--- config.mk ---
export PLATFORM = sky130hd
export DESIGN_NAME = icache_fetch
export DESIGN_NICKNAME = d
export VERILOG_FILES = /design/src/rtl/icache_fetch.sv
export SDC_FILE = /design/constraint.sdc
export NUM_CORES = 2
export LEC_CHECK = 0
export CAP_MARGIN = 10
export CORE_MARGIN = 5
export CORE_UTILIZATION = 30
export CTS_CLUSTER_DIAMETER = 60
export CTS_CLUSTER_SIZE = 12
export DETAILED_ROUTE_END_ITERATION = 8
export PLACE_DENSITY_LB_ADDON = 0.1
export RECOVER_POWER = 25
export SYNTH_ARGS = -nofsm -noshare
export SYNTH_HDL_FRONTEND = slang
export SYNTH_SLANG_ARGS = --single-unit
--- constraint.sdc ---
create_clock -name clk -period 12.6 [get_ports clk]
set_input_delay 2.52 -clock clk [delete_from_list [all_inputs] [get_ports clk]]
set_output_delay 2.52 -clock clk [all_outputs]
set_load 0.01 [all_outputs]
--- src/rtl/icache_fetch.sv ---
// Direct-mapped instruction cache with one 32-bit word per line, refilled
// bytewise from memory. Define ICACHE_PERF_EN to enable the hit/miss counters.
module icache_fetch #(
    parameter int INDEX_BITS = 6
) (
    input  logic        clk,
    input  logic        rst,
    input  logic        rdy,
    input  logic        nd_ins,
    input  logic [31:0] pc_fetch,
    input  logic        flush,
    output logic        flg_get,
    output logic [31:0] ins_out,
    output logic        mem_req,
    output logic [31:0] mem_addr,
    input  logic        mem_ack,
    input  logic [7:0]  mem_data,
    output logic [31:0] hit_cnt,
    output logic [31:0] miss_cnt
);

    localparam int LINES = 1 << INDEX_BITS;
    localparam int TAG_W = 32 - INDEX_BITS - 2;

    typedef enum logic [1:0] {IDLE, REFILL, RESP} state_t;

    state_t                  state;
    logic [LINES-1:0]        valid;
    logic [31:0]             data_mem [LINES];
    logic [TAG_W-1:0]        tag_mem  [LINES];
    logic [31:0]             base_addr;
    logic [1:0]              cnt;
    logic [23:0]             byte_buf;

    logic [INDEX_BITS-1:0]   req_idx;
    logic [TAG_W-1:0]        req_tag;
    logic [INDEX_BITS-1:0]   fill_idx;
    logic [TAG_W-1:0]        fill_tag;
    logic [31:0]             fill_word;
    logic                    hit;
    logic                    take;
    logic                    fill_done;
    logic                    unused_pc_lsb;

    assign req_idx   = pc_fetch[INDEX_BITS+1:2];
    assign req_tag   = pc_fetch[31:INDEX_BITS+2];
    assign fill_idx  = base_addr[INDEX_BITS+1:2];
    assign fill_tag  = base_addr[31:INDEX_BITS+2];
    assign fill_word = {mem_data, byte_buf};
    assign hit       = valid[req_idx] && (tag_mem[req_idx] == req_tag);
    assign unused_pc_lsb = &{1'b0, pc_fetch[1:0]};

    // A request is only taken while running, idle, not flushing and not
    // presenting a result; anything else is simply dropped.
    assign take      = rdy && !flush && (state == IDLE) && nd_ins && !flg_get;
    assign fill_done = rdy && !flush && (state == REFILL) && mem_ack && (cnt == 2'd3);

    always_ff @(posedge clk) begin
        if (rst) begin
            state     <= IDLE;
            valid     <= '0;
            flg_get   <= 1'b0;
            mem_req   <= 1'b0;
            ins_out   <= '0;
            mem_addr  <= '0;
            base_addr <= '0;
            cnt       <= '0;
            byte_buf  <= '0;
        end else if (rdy) begin
            if (flush) begin
                state   <= IDLE;
                flg_get <= 1'b0;
                mem_req <= 1'b0;
            end else begin
                case (state)
                    IDLE: begin
                        if (take) begin
                            if (hit) begin
                                state   <= RESP;
                                flg_get <= 1'b1;
                                ins_out <= data_mem[req_idx];
                            end else begin
                                state     <= REFILL;
                                base_addr <= {pc_fetch[31:2], 2'b00};
                                mem_addr  <= {pc_fetch[31:2], 2'b00};
                                cnt       <= 2'd0;
                                mem_req   <= 1'b1;
                            end
                        end
                    end
                    REFILL: begin
                        if (mem_ack) begin
                            if (cnt == 2'd3) begin
                                valid[fill_idx] <= 1'b1;
                                state           <= RESP;
                                mem_req         <= 1'b0;
                                flg_get         <= 1'b1;
                                ins_out         <= fill_word;
                            end else begin
                                case (cnt)
                                    2'd0:    byte_buf[7:0]   <= mem_data;
                                    2'd1:    byte_buf[15:8]  <= mem_data;
                                    default: byte_buf[23:16] <= mem_data;
                                endcase
                                cnt      <= cnt + 2'd1;
                                mem_addr <= base_addr + 32'(cnt) + 32'd1;
                            end
                        end
                    end
                    RESP: begin
                        state   <= IDLE;
                        flg_get <= 1'b0;
                    end
                    default: begin
                        state   <= IDLE;
                        flg_get <= 1'b0;
                        mem_req <= 1'b0;
                    end
                endcase
            end
        end
    end

    // Line storage carries no reset; the valid bits alone qualify it.
    always_ff @(posedge clk) begin
        if (!rst && fill_done) begin
            data_mem[fill_idx] <= fill_word;
            tag_mem[fill_idx]  <= fill_tag;
        end
    end

`ifdef ICACHE_PERF_EN
    logic [31:0] hit_q;
    logic [31:0] miss_q;

    always_ff @(posedge clk) begin
        if (rst) begin
            hit_q  <= '0;
            miss_q <= '0;
        end else if (take) begin
            if (hit) hit_q  <= hit_q + 32'd1;
            else     miss_q <= miss_q + 32'd1;
        end
    end

    assign hit_cnt  = hit_q;
    assign miss_cnt = miss_q;
`else
    assign hit_cnt  = '0;
    assign miss_cnt = '0;
`endif

endmodule

==> reports/results.tsv <==
stage	metric	value	unit
pwr	switchingPower	0.00578	W
floorplanning	start_util	0.300	
setup_path	critPathRequiredTime	13.47	ns
sta	worstMarginPinSlew	3.66	ns
floorplanning	rows	257	
clocking	hold_buffers	0	
synth	synth_area	147000	sq um
sta	finalSetupViolCount	0	
synth	synth-main-ff-cell	edfxtp_1	
synth	synth-seq-cells	3770	
layout	mostFrequentLayoutCell	edfxtp_1	
floorplanning	fp.coreArea	489000	sq um
layout	fillers	45500	
pwr	p_int	0.0206	W
setup_path	crit_arrival	8.85	ns
clocking	cts_resized	0	
synth	synth_area_per_cell	21.5	sq um
global_routing	grtUsageTotal	0.204	
synth	synth.largest_area_cell	edfxtp_1	
pwr	power_frac_seq	0.515	
worst_hold_path	min_path_cells	2	
placed_design	place.gp.congestion	0.766	
clocking	cts_tree	built	
global_routing	grt_pass1_vias	74900	
global_routing	use_met1	0.282	
synth	yosys-top-cells-area	edfxtp_1, mux4_2, dfxtp_1, mux2i_1, buf_4	
pwr	sw_frac_of_total	0.219	
setup_path	reg2reg_slack	7.19	ns
clocking	clock_latency	1.03	ns
synth	syn_inst	6833	
sta	fin_tns_setup	0	ns
routing	postRouteAntennaNets	0	
global_routing	grt_overflow	0	
clocking	clock_path_buffers	4	
sta	period_share	0.633	
placed_design	numPortBuffers	109	
setup_path	rr_worst_depth	10	
setup_path	worst_setup_path_end_kind	flip-flop	
sta	period_minus_slack	7.98	ns
synth	yosysSeqAreaShare	0.758	
pwr	power_frac_comb	0.038	
worst_hold_path	holdPathEnd	valid[42]	
global_routing	met3_usage	0.0244	
routing	drc	0	
pwr	clockPowerShare	0.447	
global_routing	use_met2	0.345	
global_routing	grt_pass1_wl	697	mm
clocking	htree_levels	5	
layout	fin_util	0.347	
routing	vias	73700	
setup_path	start_kind	primary input	
sta	timing.final.hold_violations	0	
setup_path	path_max_fanout	99	
run_status	status	complete, but fails checks	
sta	clock.fmax	0.125	GHz
clocking	cts_root_buf	clkbuf_16	
pwr	p_leak	55.0	nW
layout	final_cell_mix	edfxtp_1, mux4_2, clkbuf_16, mux2i_1, buf_4	
synth	yosys_warnings	0	
placed_design	hpwl	289	mm
synth	synth_top_area_frac	0.732	
routing	wl	523	mm
sta	rsz0062_at_grt	no	
clocking	clk_transition_reported_paths	0.06	ns
sta	skew	0.0879	ns
sta	hold_ws	0.472	ns
layout	finish.net_count	7307	
routing	post_drt_wl_per_cell	37.3	um
sta	slew_headroom	-1.44	
pwr	p_per_area	156	nW/um^2
layout	syn_to_final_growth	15.4	%
routing	avgViaCountPerCell	5.26	
synth	synth.distinct_cells	79	
worst_hold_path	hp-start	valid[42]	
clocking	cts.sinks	3770	
synth	async_flop_share	0	
floorplanning	die-height	710	um
run	drv_cap	34	
setup_path	path_class	primary input to flip-flop	
routing	first_pass_iters	5	
run_status	violations	max-capacitance violations, max-slew violations	
setup_path	rr_endpoint	mem_addr[29]	
pwr	max-vdd-ir-drop	0.116	mV
setup_path	r2r-start	base_addr[17]	
routing	drt-initial-drc-count	8237	
global_routing	grt_max_degree	101	
floorplanning	die_w	710	um
floorplanning	fp.dieArea	504000	sq um
synth	synth_edf_count	3584	
layout	drive_above_1_share	0.264	
clocking	post_cts_buffers	0	
global_routing	grt_busiest_layer	met2	
clocking	cts_buffers	406	
global_routing	antenna_found_initial	37	
worst_hold_path	min_path_type	flip-flop to flip-flop	
floorplanning	ios	176	
sta	timing_max_transition_violations_final	2237	
routing by layer:
layer | wire [um] | vias to the layer above
li1 | - | 29200
met1 | 226000 | 41600
met2 | 259000 | 2317
met3 | 25700 | 567
met4 | 13000 | 0
met5 | 0 | -
state kept, by name, indices dropped and copies added (netlist names):
register,count
base_addr,30
mem_addr,32
flg_get,1
data_mem,2048
valid,64
tag_mem,1536
ins_out,32
state,2
mem_req,1
byte_buf,24
synth_stat cells, types with 15 or more instances:
master,count
nand4_1,15
inv_1,83
o22ai_1,98
buf_6,32
mux4_2,980
o21ai_0,28
dfxtp_1,186
nand3_1,77
nand3b_1,15
a21oi_1,87
buf_4,116
buf_2,101
a22oi_1,68
nand2b_1,115
nand2_1,174
xor2_1,20
mux2_2,28
mux2_4,18
nor2_1,171
xnor2_1,19
nor2b_1,48
a211o_1,37
and3_1,16
buf_1,42
clkbuf_1,160
mux2i_1,295
edfxtp_1,3584
area by class of cell:
cell class,instances,area [sq um],area share
tap,6475,8100,0.0478
clock buffer,521,10800,0.0636
antenna,5,12.5,0.0000738
inverter,85,332,0.00195
timing repair buffer,409,3530,0.0208
clock inverter,166,2020,0.0119
multi-input combinational,2585,33500,0.197
sequential,3770,111000,0.657
cell families after synthesis:
group                      share of synthesized area
AOI/OAI and AO/OA                             0.0210
xor gates and xnor gates                     0.00232
adders and majority gates                   0.000341
buffers and inverters                         0.0197
DFF                                            0.758
muxes                                          0.174
other                                      0.0000255
and+or+nand+nor                               0.0245
worst max-delay path, cell delays in order:
cell and delay (ns):
buf_8 0.51, buf_12 0.59, buf_4 0.79, mux4_2 0.38
nor2_1 0.05, nor2_1 0.25, o22ai_1 0.11, a2111oi_1 0.79
buf_4 0.27, or2_2 0.11, a21oi_1 0.05, and4bb_2 0.42
a21oi_4 0.19, buf_4 0.32, buf_4 0.52, mux2_2 0.40
stage by stage:
step | area [sq um] | setup slack (ns) | power (W) | std cells
global placement | 157000 | 3.62 | 0.0149 | 13300
finish | 170000 | 4.62 | 0.0264 | 14000
CTS | 170000 | 4.69 | 0.0267 | 14000
detailed placement | 157000 | 3.63 | 0.0149 | 13300
floorplan | 147000 | 6.07 | 0.0145 | 6896
global route | 170000 | 4.59 | 0.0273 | 14000
how the worst max path moves through the flow:
stage	start	to	slack [ns]	depth (start not counted)
floorplan	rdy	data_mem[11][0]	6.07	7
global placement	pc_fetch[3]	ins_out[3]	3.62	16
detailed placement	pc_fetch[3]	ins_out[3]	3.63	16
CTS	pc_fetch[3]	ins_out[3]	4.69	16
global route	pc_fetch[3]	ins_out[3]	4.59	16
finish	pc_fetch[3]	ins_out[3]	4.62	16
power by group through the flow:
stage / combinational [W] / clock (W) / sequential, W
6_report: 0.00101 / 0.0118 / 0.0136
3_5_place_dp: 0.00103 / 0 / 0.0139
4_1_cts: 0.00103 / 0.0121 / 0.0136
3_3_place_gp: 0.00102 / 0 / 0.0139
5_1_grt: 0.00106 / 0.0126 / 0.0136
2_1_floorplan: 0.000598 / 0 / 0.0139
No activity file was read; power rests on OpenSTA's default activity.
